`src/rtl/enigma_pkg.sv`:
```
// Shared alphabet, notch and settle constants plus the keystroke FSM state type
// for the Enigma keystroke controller and its helpers.
package enigma_pkg;

    localparam int ALPHA  = 26;
    localparam int NOTCH0 = 16;
    localparam int NOTCH1 = 4;
    localparam int SETTLE = 1;

    typedef logic [4:0] letter_t;

    typedef enum logic [1:0] {
        IDLE,
        STEP,
        DRIVE,
        OUT
    } state_t;

    // Out-of-alphabet start positions collapse to 0 rather than wrapping.
    function automatic letter_t clamp_letter(letter_t v, letter_t alpha);
        return (v < alpha) ? v : '0;
    endfunction

endpackage

```
`src/rtl/enigma_keystroke_ctrl_if.sv`:
```
// Bundles the key input, load, rotor path and cipher output signals of the
// keystroke controller; slave is the controller side, master its environment.
interface enigma_keystroke_ctrl_if;
    import enigma_pkg::*;

    logic    load_en;
    letter_t load_pos0;
    letter_t load_pos1;
    letter_t load_pos2;
    logic    key_valid;
    letter_t key_in;
    logic    key_ready;
    letter_t pos0;
    letter_t pos1;
    letter_t pos2;
    letter_t path_out;
    letter_t path_in;
    logic    cipher_valid;
    letter_t cipher_out;
    logic    cipher_ready;
    logic    key_err;

    modport slave (
        input  load_en, load_pos0, load_pos1, load_pos2,
        input  key_valid, key_in, path_in, cipher_ready,
        output key_ready, pos0, pos1, pos2, path_out,
        output cipher_valid, cipher_out, key_err
    );

    modport master (
        output load_en, load_pos0, load_pos1, load_pos2,
        output key_valid, key_in, path_in, cipher_ready,
        input  key_ready, pos0, pos1, pos2, path_out,
        input  cipher_valid, cipher_out, key_err
    );

endinterface

```
`src/rtl/enigma_keystroke_ctrl_step.sv`:
```
// Combinational Enigma odometer: next rotor positions from the current ones,
// including the rotor1 double step at its own notch.
module rotor_step_logic
    import enigma_pkg::*;
#(
    parameter int ALPHA  = enigma_pkg::ALPHA,
    parameter int NOTCH0 = enigma_pkg::NOTCH0,
    parameter int NOTCH1 = enigma_pkg::NOTCH1
) (
    input  letter_t pos0,
    input  letter_t pos1,
    input  letter_t pos2,
    output letter_t nxt_pos0,
    output letter_t nxt_pos1,
    output letter_t nxt_pos2
);

    localparam letter_t LAST = letter_t'(ALPHA - 1);
    localparam letter_t N0   = letter_t'(NOTCH0);
    localparam letter_t N1   = letter_t'(NOTCH1);

    logic r1_step;
    logic r2_step;

    function automatic letter_t wrap_inc(letter_t p);
        return (p == LAST) ? '0 : p + letter_t'(1);
    endfunction

    // rotor1 sitting on its notch drags itself and rotor2 along (double step).
    assign r1_step  = (pos0 == N0) || (pos1 == N1);
    assign r2_step  = (pos1 == N1);

    assign nxt_pos0 = wrap_inc(pos0);
    assign nxt_pos1 = r1_step ? wrap_inc(pos1) : pos1;
    assign nxt_pos2 = r2_step ? wrap_inc(pos2) : pos2;

endmodule

```
`src/rtl/enigma_keystroke_ctrl.sv`:
```
// Keystroke sequencer: accepts a letter, steps the rotors, drives the rotor path,
// waits for it to settle and hands the returned letter out on a valid/ready port.
module enigma_keystroke_ctrl
    import enigma_pkg::*;
#(
    parameter int ALPHA  = enigma_pkg::ALPHA,
    parameter int NOTCH0 = enigma_pkg::NOTCH0,
    parameter int NOTCH1 = enigma_pkg::NOTCH1,
    parameter int SETTLE = enigma_pkg::SETTLE
) (
    input logic                    clk,
    input logic                    rst,
    enigma_keystroke_ctrl_if.slave bus
);

    localparam letter_t ALPHA_L = letter_t'(ALPHA);
    localparam int      CNT_W   = (SETTLE > 1) ? $clog2(SETTLE) : 1;
    localparam logic [CNT_W-1:0] SETTLE_LAST = CNT_W'(SETTLE - 1);

    state_t           state;
    state_t           state_nxt;
    letter_t          pos0_q;
    letter_t          pos1_q;
    letter_t          pos2_q;
    letter_t          path_q;
    letter_t          cipher_q;
    logic             key_err_q;
    logic [CNT_W-1:0] settle_cnt;
    letter_t          step_pos0;
    letter_t          step_pos1;
    letter_t          step_pos2;
    logic             key_ready_w;
    logic             accept_w;
    logic             key_ok_w;
    logic             settle_done_w;

    assign key_ready_w   = (state == IDLE) && !bus.load_en;
    assign accept_w      = bus.key_valid && key_ready_w;
    assign key_ok_w      = bus.key_in < ALPHA_L;
    assign settle_done_w = (settle_cnt == '0);

    rotor_step_logic #(
        .ALPHA  (ALPHA),
        .NOTCH0 (NOTCH0),
        .NOTCH1 (NOTCH1)
    ) u_step (
        .pos0     (pos0_q),
        .pos1     (pos1_q),
        .pos2     (pos2_q),
        .nxt_pos0 (step_pos0),
        .nxt_pos1 (step_pos1),
        .nxt_pos2 (step_pos2)
    );

    always_ff @(posedge clk) begin
        if (rst) state <= IDLE;
        else     state <= state_nxt;
    end

    always_comb begin
        state_nxt = state;
        unique case (state)
            IDLE:    if (accept_w && key_ok_w) state_nxt = STEP;
            STEP:    state_nxt = DRIVE;
            DRIVE:   if (settle_done_w) state_nxt = OUT;
            OUT:     if (bus.cipher_ready) state_nxt = IDLE;
            default: state_nxt = IDLE;
        endcase
    end

    // Positions move only on a load in IDLE or the single STEP edge.
    always_ff @(posedge clk) begin
        if (rst) begin
            pos0_q     <= '0;
            pos1_q     <= '0;
            pos2_q     <= '0;
            path_q     <= '0;
            cipher_q   <= '0;
            key_err_q  <= 1'b0;
            settle_cnt <= '0;
        end else begin
            key_err_q <= 1'b0;
            unique case (state)
                IDLE: begin
                    if (bus.load_en) begin
                        pos0_q <= clamp_letter(bus.load_pos0, ALPHA_L);
                        pos1_q <= clamp_letter(bus.load_pos1, ALPHA_L);
                        pos2_q <= clamp_letter(bus.load_pos2, ALPHA_L);
                    end else if (accept_w && key_ok_w) begin
                        path_q <= bus.key_in;
                    end else if (accept_w) begin
                        key_err_q <= 1'b1;
                    end
                end
                STEP: begin
                    pos0_q     <= step_pos0;
                    pos1_q     <= step_pos1;
                    pos2_q     <= step_pos2;
                    settle_cnt <= SETTLE_LAST;
                end
                DRIVE: begin
                    if (settle_done_w) cipher_q   <= bus.path_in;
                    else               settle_cnt <= settle_cnt - 1'b1;
                end
                default: ;
            endcase
        end
    end

    assign bus.key_ready    = key_ready_w;
    assign bus.pos0         = pos0_q;
    assign bus.pos1         = pos1_q;
    assign bus.pos2         = pos2_q;
    assign bus.path_out     = path_q;
    assign bus.cipher_valid = (state == OUT);
    assign bus.cipher_out   = cipher_q;
    assign bus.key_err      = key_err_q;

endmodule
```
`src/flat_wrapper.sv`:
```
// flat-port wrapper written by rule: the top's interface ports become plain ports
module enigma_keystroke_ctrl_flat import enigma_pkg::*;
#(
    parameter int ALPHA  = enigma_pkg::ALPHA,
    parameter int NOTCH0 = enigma_pkg::NOTCH0,
    parameter int NOTCH1 = enigma_pkg::NOTCH1,
    parameter int SETTLE = enigma_pkg::SETTLE
)
  (clk, rst, bus_load_en, bus_load_pos0, bus_load_pos1, bus_load_pos2, bus_key_valid, bus_key_in, bus_path_in, bus_cipher_ready, bus_key_ready, bus_pos0, bus_pos1, bus_pos2, bus_path_out, bus_cipher_valid, bus_cipher_out, bus_key_err);
  enigma_keystroke_ctrl_if bus_i ();
  input logic clk;
  input logic rst;
  input wire logic [$bits(bus_i.load_en)-1:0] bus_load_en;
  input wire logic [$bits(bus_i.load_pos0)-1:0] bus_load_pos0;
  input wire logic [$bits(bus_i.load_pos1)-1:0] bus_load_pos1;
  input wire logic [$bits(bus_i.load_pos2)-1:0] bus_load_pos2;
  input wire logic [$bits(bus_i.key_valid)-1:0] bus_key_valid;
  input wire logic [$bits(bus_i.key_in)-1:0] bus_key_in;
  input wire logic [$bits(bus_i.path_in)-1:0] bus_path_in;
  input wire logic [$bits(bus_i.cipher_ready)-1:0] bus_cipher_ready;
  output wire logic [$bits(bus_i.key_ready)-1:0] bus_key_ready;
  output wire logic [$bits(bus_i.pos0)-1:0] bus_pos0;
  output wire logic [$bits(bus_i.pos1)-1:0] bus_pos1;
  output wire logic [$bits(bus_i.pos2)-1:0] bus_pos2;
  output wire logic [$bits(bus_i.path_out)-1:0] bus_path_out;
  output wire logic [$bits(bus_i.cipher_valid)-1:0] bus_cipher_valid;
  output wire logic [$bits(bus_i.cipher_out)-1:0] bus_cipher_out;
  output wire logic [$bits(bus_i.key_err)-1:0] bus_key_err;
  assign bus_i.load_en = bus_load_en;
  assign bus_i.load_pos0 = bus_load_pos0;
  assign bus_i.load_pos1 = bus_load_pos1;
  assign bus_i.load_pos2 = bus_load_pos2;
  assign bus_i.key_valid = bus_key_valid;
  assign bus_i.key_in = bus_key_in;
  assign bus_i.path_in = bus_path_in;
  assign bus_i.cipher_ready = bus_cipher_ready;
  assign bus_key_ready = bus_i.key_ready;
  assign bus_pos0 = bus_i.pos0;
  assign bus_pos1 = bus_i.pos1;
  assign bus_pos2 = bus_i.pos2;
  assign bus_path_out = bus_i.path_out;
  assign bus_cipher_valid = bus_i.cipher_valid;
  assign bus_cipher_out = bus_i.cipher_out;
  assign bus_key_err = bus_i.key_err;
  enigma_keystroke_ctrl #(.ALPHA(ALPHA), .NOTCH0(NOTCH0), .NOTCH1(NOTCH1), .SETTLE(SETTLE)) u_core (.clk(clk), .rst(rst), .bus(bus_i));
endmodule
```
`config.mk`:
```
export PLATFORM = sky130hd
export DESIGN_NAME = enigma_keystroke_ctrl_flat
export DESIGN_NICKNAME = d
export VERILOG_FILES = /design/src/rtl/enigma_pkg.sv /design/src/rtl/enigma_keystroke_ctrl_if.sv /design/src/rtl/enigma_keystroke_ctrl_step.sv /design/src/rtl/enigma_keystroke_ctrl.sv /design/src/flat_wrapper.sv
export SDC_FILE = /design/constraint.sdc
export NUM_CORES = 1
export LEC_CHECK = 0
export CAP_MARGIN = 20
export CORE_MARGIN = 2
export CORE_UTILIZATION = 45
export DETAILED_ROUTE_END_ITERATION = 16
export PLACE_DENSITY_LB_ADDON = 0.1
export SKIP_CTS_REPAIR_TIMING = 1
export SLEW_MARGIN = 10
export SYNTH_ARGS = -nofsm -noshare
export SYNTH_HDL_FRONTEND = slang
export SYNTH_SLANG_ARGS = --single-unit
```
`constraint.sdc`:
```
create_clock -name clk -period 2.13 [get_ports clk]
set_input_delay 0.213 -clock clk [delete_from_list [all_inputs] [get_ports clk]]
set_output_delay 0.213 -clock clk [all_outputs]
set_load 0.005 [all_outputs]
```
# Yosys cells after proc, flatten, opt, wreduce, memory -nomap -nowiden
# Index checks and enable logic that the tools add are counted.
dict set report op_classes {
  add_sub_neg 4
  order_cmp 4
  eq_ne 14
  mux 21
  bitwise 3
  n_reduce_logical 15
}
# op count
set op_table {}
lappend op_table {{5-bit two-way mux} 11}
lappend op_table {{5-bit case mux with 2 select lines} 3}
lappend op_table {{5-bit == test, second input constant} 4}
lappend op_table {{5-bit less-than comparator, second input constant} 4}
lappend op_table {{5-bit by 1-bit adder with 5-bit output, second input constant} 3}
lappend op_table {{2-bit inequality test, second input constant} 6}
lappend op_table {{3-bit AND reduction} 4}
lappend op_table {{2-bit case mux with 4 select lines} 1}
lappend op_table {{2-bit two-way mux} 3}
lappend op_table {{5-bit by 3-bit == test with 1-bit output, second input constant} 1}
lappend op_table {{2-bit == test, second input constant} 2}
lappend op_table {{2-bit AND reduction} 2}
lappend op_table {{2-bit nonzero test} 2}
lappend op_table {{4-bit OR reduction} 1}
lappend op_table {{1-bit logical AND} 3}
lappend op_table {{1-bit NOT} 3}
lappend op_table {{2-bit by 1-bit == test with 1-bit output, second input constant} 1}
lappend op_table {{2-bit zero test} 1}
lappend op_table {{1-bit two-way mux} 2}
lappend op_table {{1-bit case mux with 2 select lines} 1}
lappend op_table {{1-bit zero test} 1}
lappend op_table {{1-bit logical OR} 1}
lappend op_table {{1-bit subtractor, second input constant} 1}
dict set report word_totals {
  regBits 29
  input_bits 30
  out_inout_bits 28
  wordCells 69
}

# Logic depth before layout (Yosys ltp)
dict set report logic_depth {
  ltp_word 6
  ltp_mapped 7
  depth_no_buf 6
}

# Modules after synthesis
# Synthesis repeated with hierarchy kept, for this count alone.
dict set report hier_totals {
  cells_unflattened 230
  hier_area_um2 2004.4
}
# mod n_inst cells_each area_each_um2 seq_area_each_um2
set modules_own_cells {}
lappend modules_own_cells {enigma_keystroke_ctrl 1 162 1544.0 560.5}
lappend modules_own_cells {rotor_step_logic 1 68 460.4 0.0}

# Worst setup path before layout
# No wires, ideal clock.
dict set report synth_path {
  kind {flip-flop to flip-flop}
  startpoint {reg u_core.state[0]}
  endpoint {reg u_core.pos1_q[2], in the netlist u_core.bus.pos1[2]}
  setup_ns 0.117
  arrival_ns 1.493
  required_time_ns 2.013
  setup_slack_ns 0.519
  stages_incl_launch_ff 8
  n_path_buf 1
  synth_period_minus_slack_ns 1.611
  cell_sequence {dfxtp_1 -> inv_1 -> ha_1 -> mux2_2 -> o31a_1 -> buf_6 -> o21ai_2 -> a32o_1}
}
dict set report synth_via {
  elab_chain_len 3
  word_cells_on_any_way 7
  classes_between {eq/ne: 3; mux: 1; reduce/logical: 3}
}
# item line_no
set synth_lines {}
lappend synth_lines {{from (decl)} enigma_keystroke_ctrl.sv:20} ;# state_t state;
lappend synth_lines {{from (signal assigned)} enigma_keystroke_ctrl.sv:57} ;# else state <= state_nxt;
lappend synth_lines {{2-bit by 1-bit == test with 1-bit output / 2-bit zero test (equally long branches)} enigma_keystroke_ctrl.sv:83} ;# unique case (state)
lappend synth_lines {{2-bit inequality test (no source line) / 2-bit nonzero test (equally long branches)} n/a}
lappend synth_lines {{3-bit AND reduction (no source line)} n/a}
lappend synth_lines {{to (signal assigned)} enigma_keystroke_ctrl.sv:87} ;# pos1_q <= clamp_letter(bus.load_pos1, ALPHA_L);
lappend synth_lines {{to (signal assigned)} enigma_keystroke_ctrl.sv:97} ;# pos1_q <= step_pos1;
lappend synth_lines {{to (decl)} enigma_keystroke_ctrl.sv:23} ;# letter_t pos1_q;
# Parallel ways exist; a longest one is shown, timed or not.
# A chain may end at the register's enable or synchronous reset.

# Final worst setup path
dict set report layout_path {
  startpoint {reg u_core.state[1]}
  endpoint {out bus_key_ready}
}
dict set report layout_via {
  elab_chain_len 2
}
# item line_no
set layout_lines {}
lappend layout_lines {{2-bit zero test} enigma_keystroke_ctrl.sv:37} ;# assign key_ready_w = (state == IDLE) && !bus.load_en;
lappend layout_lines {{1-bit logical AND} enigma_keystroke_ctrl.sv:37}
lappend layout_lines {{to (decl)} flat_wrapper.sv:21} ;# output wire logic [$bits(bus_i.key_ready)-1:0] bus_key_ready;
# Every way passes these cells.

==> results.md <==
* Synthesized flop and latch total at 28
* Placed Cells at 286
* CP endpoint kind: primary output
* Detailed-route vias per instance at 5.56
* CTS Buf Count at 3
* DP Worst Slack at 0.264 ns
* Pwr Total at 2.52 mW
* Die height at 64.6 um
* Ant. Diodes at 0
* Netlist area before placement at 0.00165 mm^2
* Critical path class: flop to primary output
* Via Count at 1611
* CTS tree: built
* Finished Layout Cells at 290
* Hold WS at 0.483 ns
* Final GP Congestion at 0.898
* Hold Fails Final Rpt at 0
* IO buf count at 57
* Main flop type after synthesis: dfxtp_1
* Initial Utilization at 45.8%
* First-pass GRT wire length at 6790 um
* Max VDD drop at 0.606 mV
* Drt drc at 0
* Net Count, Synth at 229
* Fmax at 0.512 GHz
* Drt wl/cell at 14.1 um
* Initial antenna violation count at 0
* RSZ-0062 raised after global routing: no
* Startpoint types: flop
* Status: finished clean
* Final worst path period share at 91.7%
* Initial drt markers at 107
* Total gr overflow at 0
* GRT Total Usage at 20.2%
* Post-synth ARST share at 0%
* Die X at 64.6 um
* Slowest stage delay, CP at 0.53 ns
* Crit path DAT at 1.74 ns
* Core Rows at 22
* Flop2flop setup slack at 0.22 ns
* Post-route setup TNS at 0 ns
* Slowest library cell on the worst path: clkdlybuf4s50_1
* Post-synth EDFFs at 0
* DIE AREA at 0.00417 mm^2
* Hold path startpoint: bus_key_in[0]
* Vias in the first global route at 1558
* Critical Path, Cell by Cell: inv_1, ha_1, nor2b_1, clkdlybuf4s50_1
* Slew Viols, Final at 0
* Core Region at 0.00361 mm^2
* Total iterations of the first detailed-routing run at 4
* Core Util, Final at 64.2%
* Lkg Pwr at 0.849 nW
* CP Max Fanout at 5
* IO Pins at 58
* HP Class: primary input to flop
* Clock Latency Late Sink at 0.28 ns
* Ratio of cells with drive above 1 in the final layout at 5.37%
* DP HPWL at 3120 um
* Synth Area per Inst at 8.89 um^2
* Seq/Total Area, Yosys at 33.9%
* Netlist cell types at 47
* PnR worst setup slack at 0.177 ns
* Yosys Warn Count at 0
* Synth-to-Final Area Change at 40.0%
* Clk sink count at 28
* Post-route minimum period at 1.95 ns
* Largest net degree at the start of global routing at 16
* Worst R2R Start: u_core.state[0]$_SDFFE_PP0P_
* Final antenna-violating net count at 0
* DRT Wirelength at 4100 um
* Root buf cell: clkbuf_8
* Slew HR at 61.5%
* Commonest non-fill, non-tap cells in the layout: clkdlybuf4s50_1 (57), dfxtp_1 (28), inv_1 (17)
* Synthesized netlist cell count at 186
* Worst EP required at 1.92 ns
* Worst Tran Pin Value at 0.562 ns
* Final-report setup violation count at 0
* Max-Cap Viols at 0
* CP Launch Point: u_core.state[1]$_SDFFE_PP0P_
* Post-Layout Inst Area at 0.00231 mm^2
* DP Area at 0.00226 mm^2
* Clk_skew at 0.00257 ns
* Fin nets at 286
* Max clock buf depth at 2
* CTS clk-pin slew, worst paths at 0.09 ns
* H-Tree Depth at 1
* P per Cell Area at 1090 mW/mm^2
* Commonest non-fill, non-tap cell in the layout: clkdlybuf4s50_1
[final timing paths]
path | depth (start not counted) | to
setup / recovery | 4 | bus_key_ready
hold / removal | 3 | u_core.bus.path_out[0]$_SDFFE_PP0P_
setup reg to reg | 6 | u_core.bus.pos1[4]$_SDFFE_PP0P_
hold reg to reg | 2 | u_core.bus.path_out[0]$_SDFFE_PP0P_
[cells in the mapped netlist, types with 4 or more instances]
master | n | area share (%)
a211oi_1 | 5 | 2.3
a21oi_1 | 14 | 4.2
a221oi_1 | 4 | 2.1
dfxtp_1 | 28 | 34
ha_1 | 13 | 9.8
inv_1 | 17 | 3.9
mux2i_1 | 8 | 4.8
nand2_1 | 6 | 1.4
nand3_1 | 9 | 2.7
nor2_1 | 11 | 2.5
o21a_1 | 4 | 1.8
o21ai_0 | 11 | 3.3
[cell families (layout without fill, tap and decap cells)]
family,after synthesis,after routing,synth area share [%]
AO/OA/AOI/OAI,61,61,25.8
XOR/XNOR,2,2,1.06
adder cells (fa/ha/maj),13,13,9.84
buffers and inverters,25,81,6.74
flip-flops,28,28,33.9
multiplexers,9,9,5.53
AND/OR/NAND/NOR,48,48,17.1
[critical path: cells and delay by family (launching register included)]
| kind | cells | cell delay (ns) |
|---|---|---|
| fa+ha+maj | 1 | 0.28 |
| buf+inv | 2 | 0.66 |
| flops | 1 | 0.34 |
| simple gates | 1 | 0.18 |
[area by class of cell]
cell class / instances / area [um^2]
tap: 48 / 60.1
multi-input combinational: 133 / 981
inverter: 17 / 63.8
timing repair buffer: 60 / 593
clock buffer: 4 / 55.1
fill: 301 / 1290
sequential: 28 / 561
[per-layer routing]
metal  GRT usage [%]  vias up  share of wire (%)
li1                -      797                  -
met3            4.34        7                5.9
met4            6.91        0                1.6
met2            33.6       56                 46
met5               0        -                  0
met1            26.0      751                 46
[registers in the layout, summed over array words and instances, names as in the netlist]
| register | flops |
|---|---|
| u_core.state | 2 |
| u_core.bus.pos1 | 5 |
| u_core.bus.path_out | 5 |
| u_core.bus.cipher_out | 5 |
| u_core.bus.pos0 | 5 |
| u_core.bus.key_err | 1 |
| u_core.bus.pos2 | 5 |
[power breakdown]
group	switching, mW	internal [mW]
clock	0.169	0.166
combinational	0.627	0.696
sequential	0.181	0.677
total	0.978	1.54
Note: power is estimated with default switching activity, not from simulation.
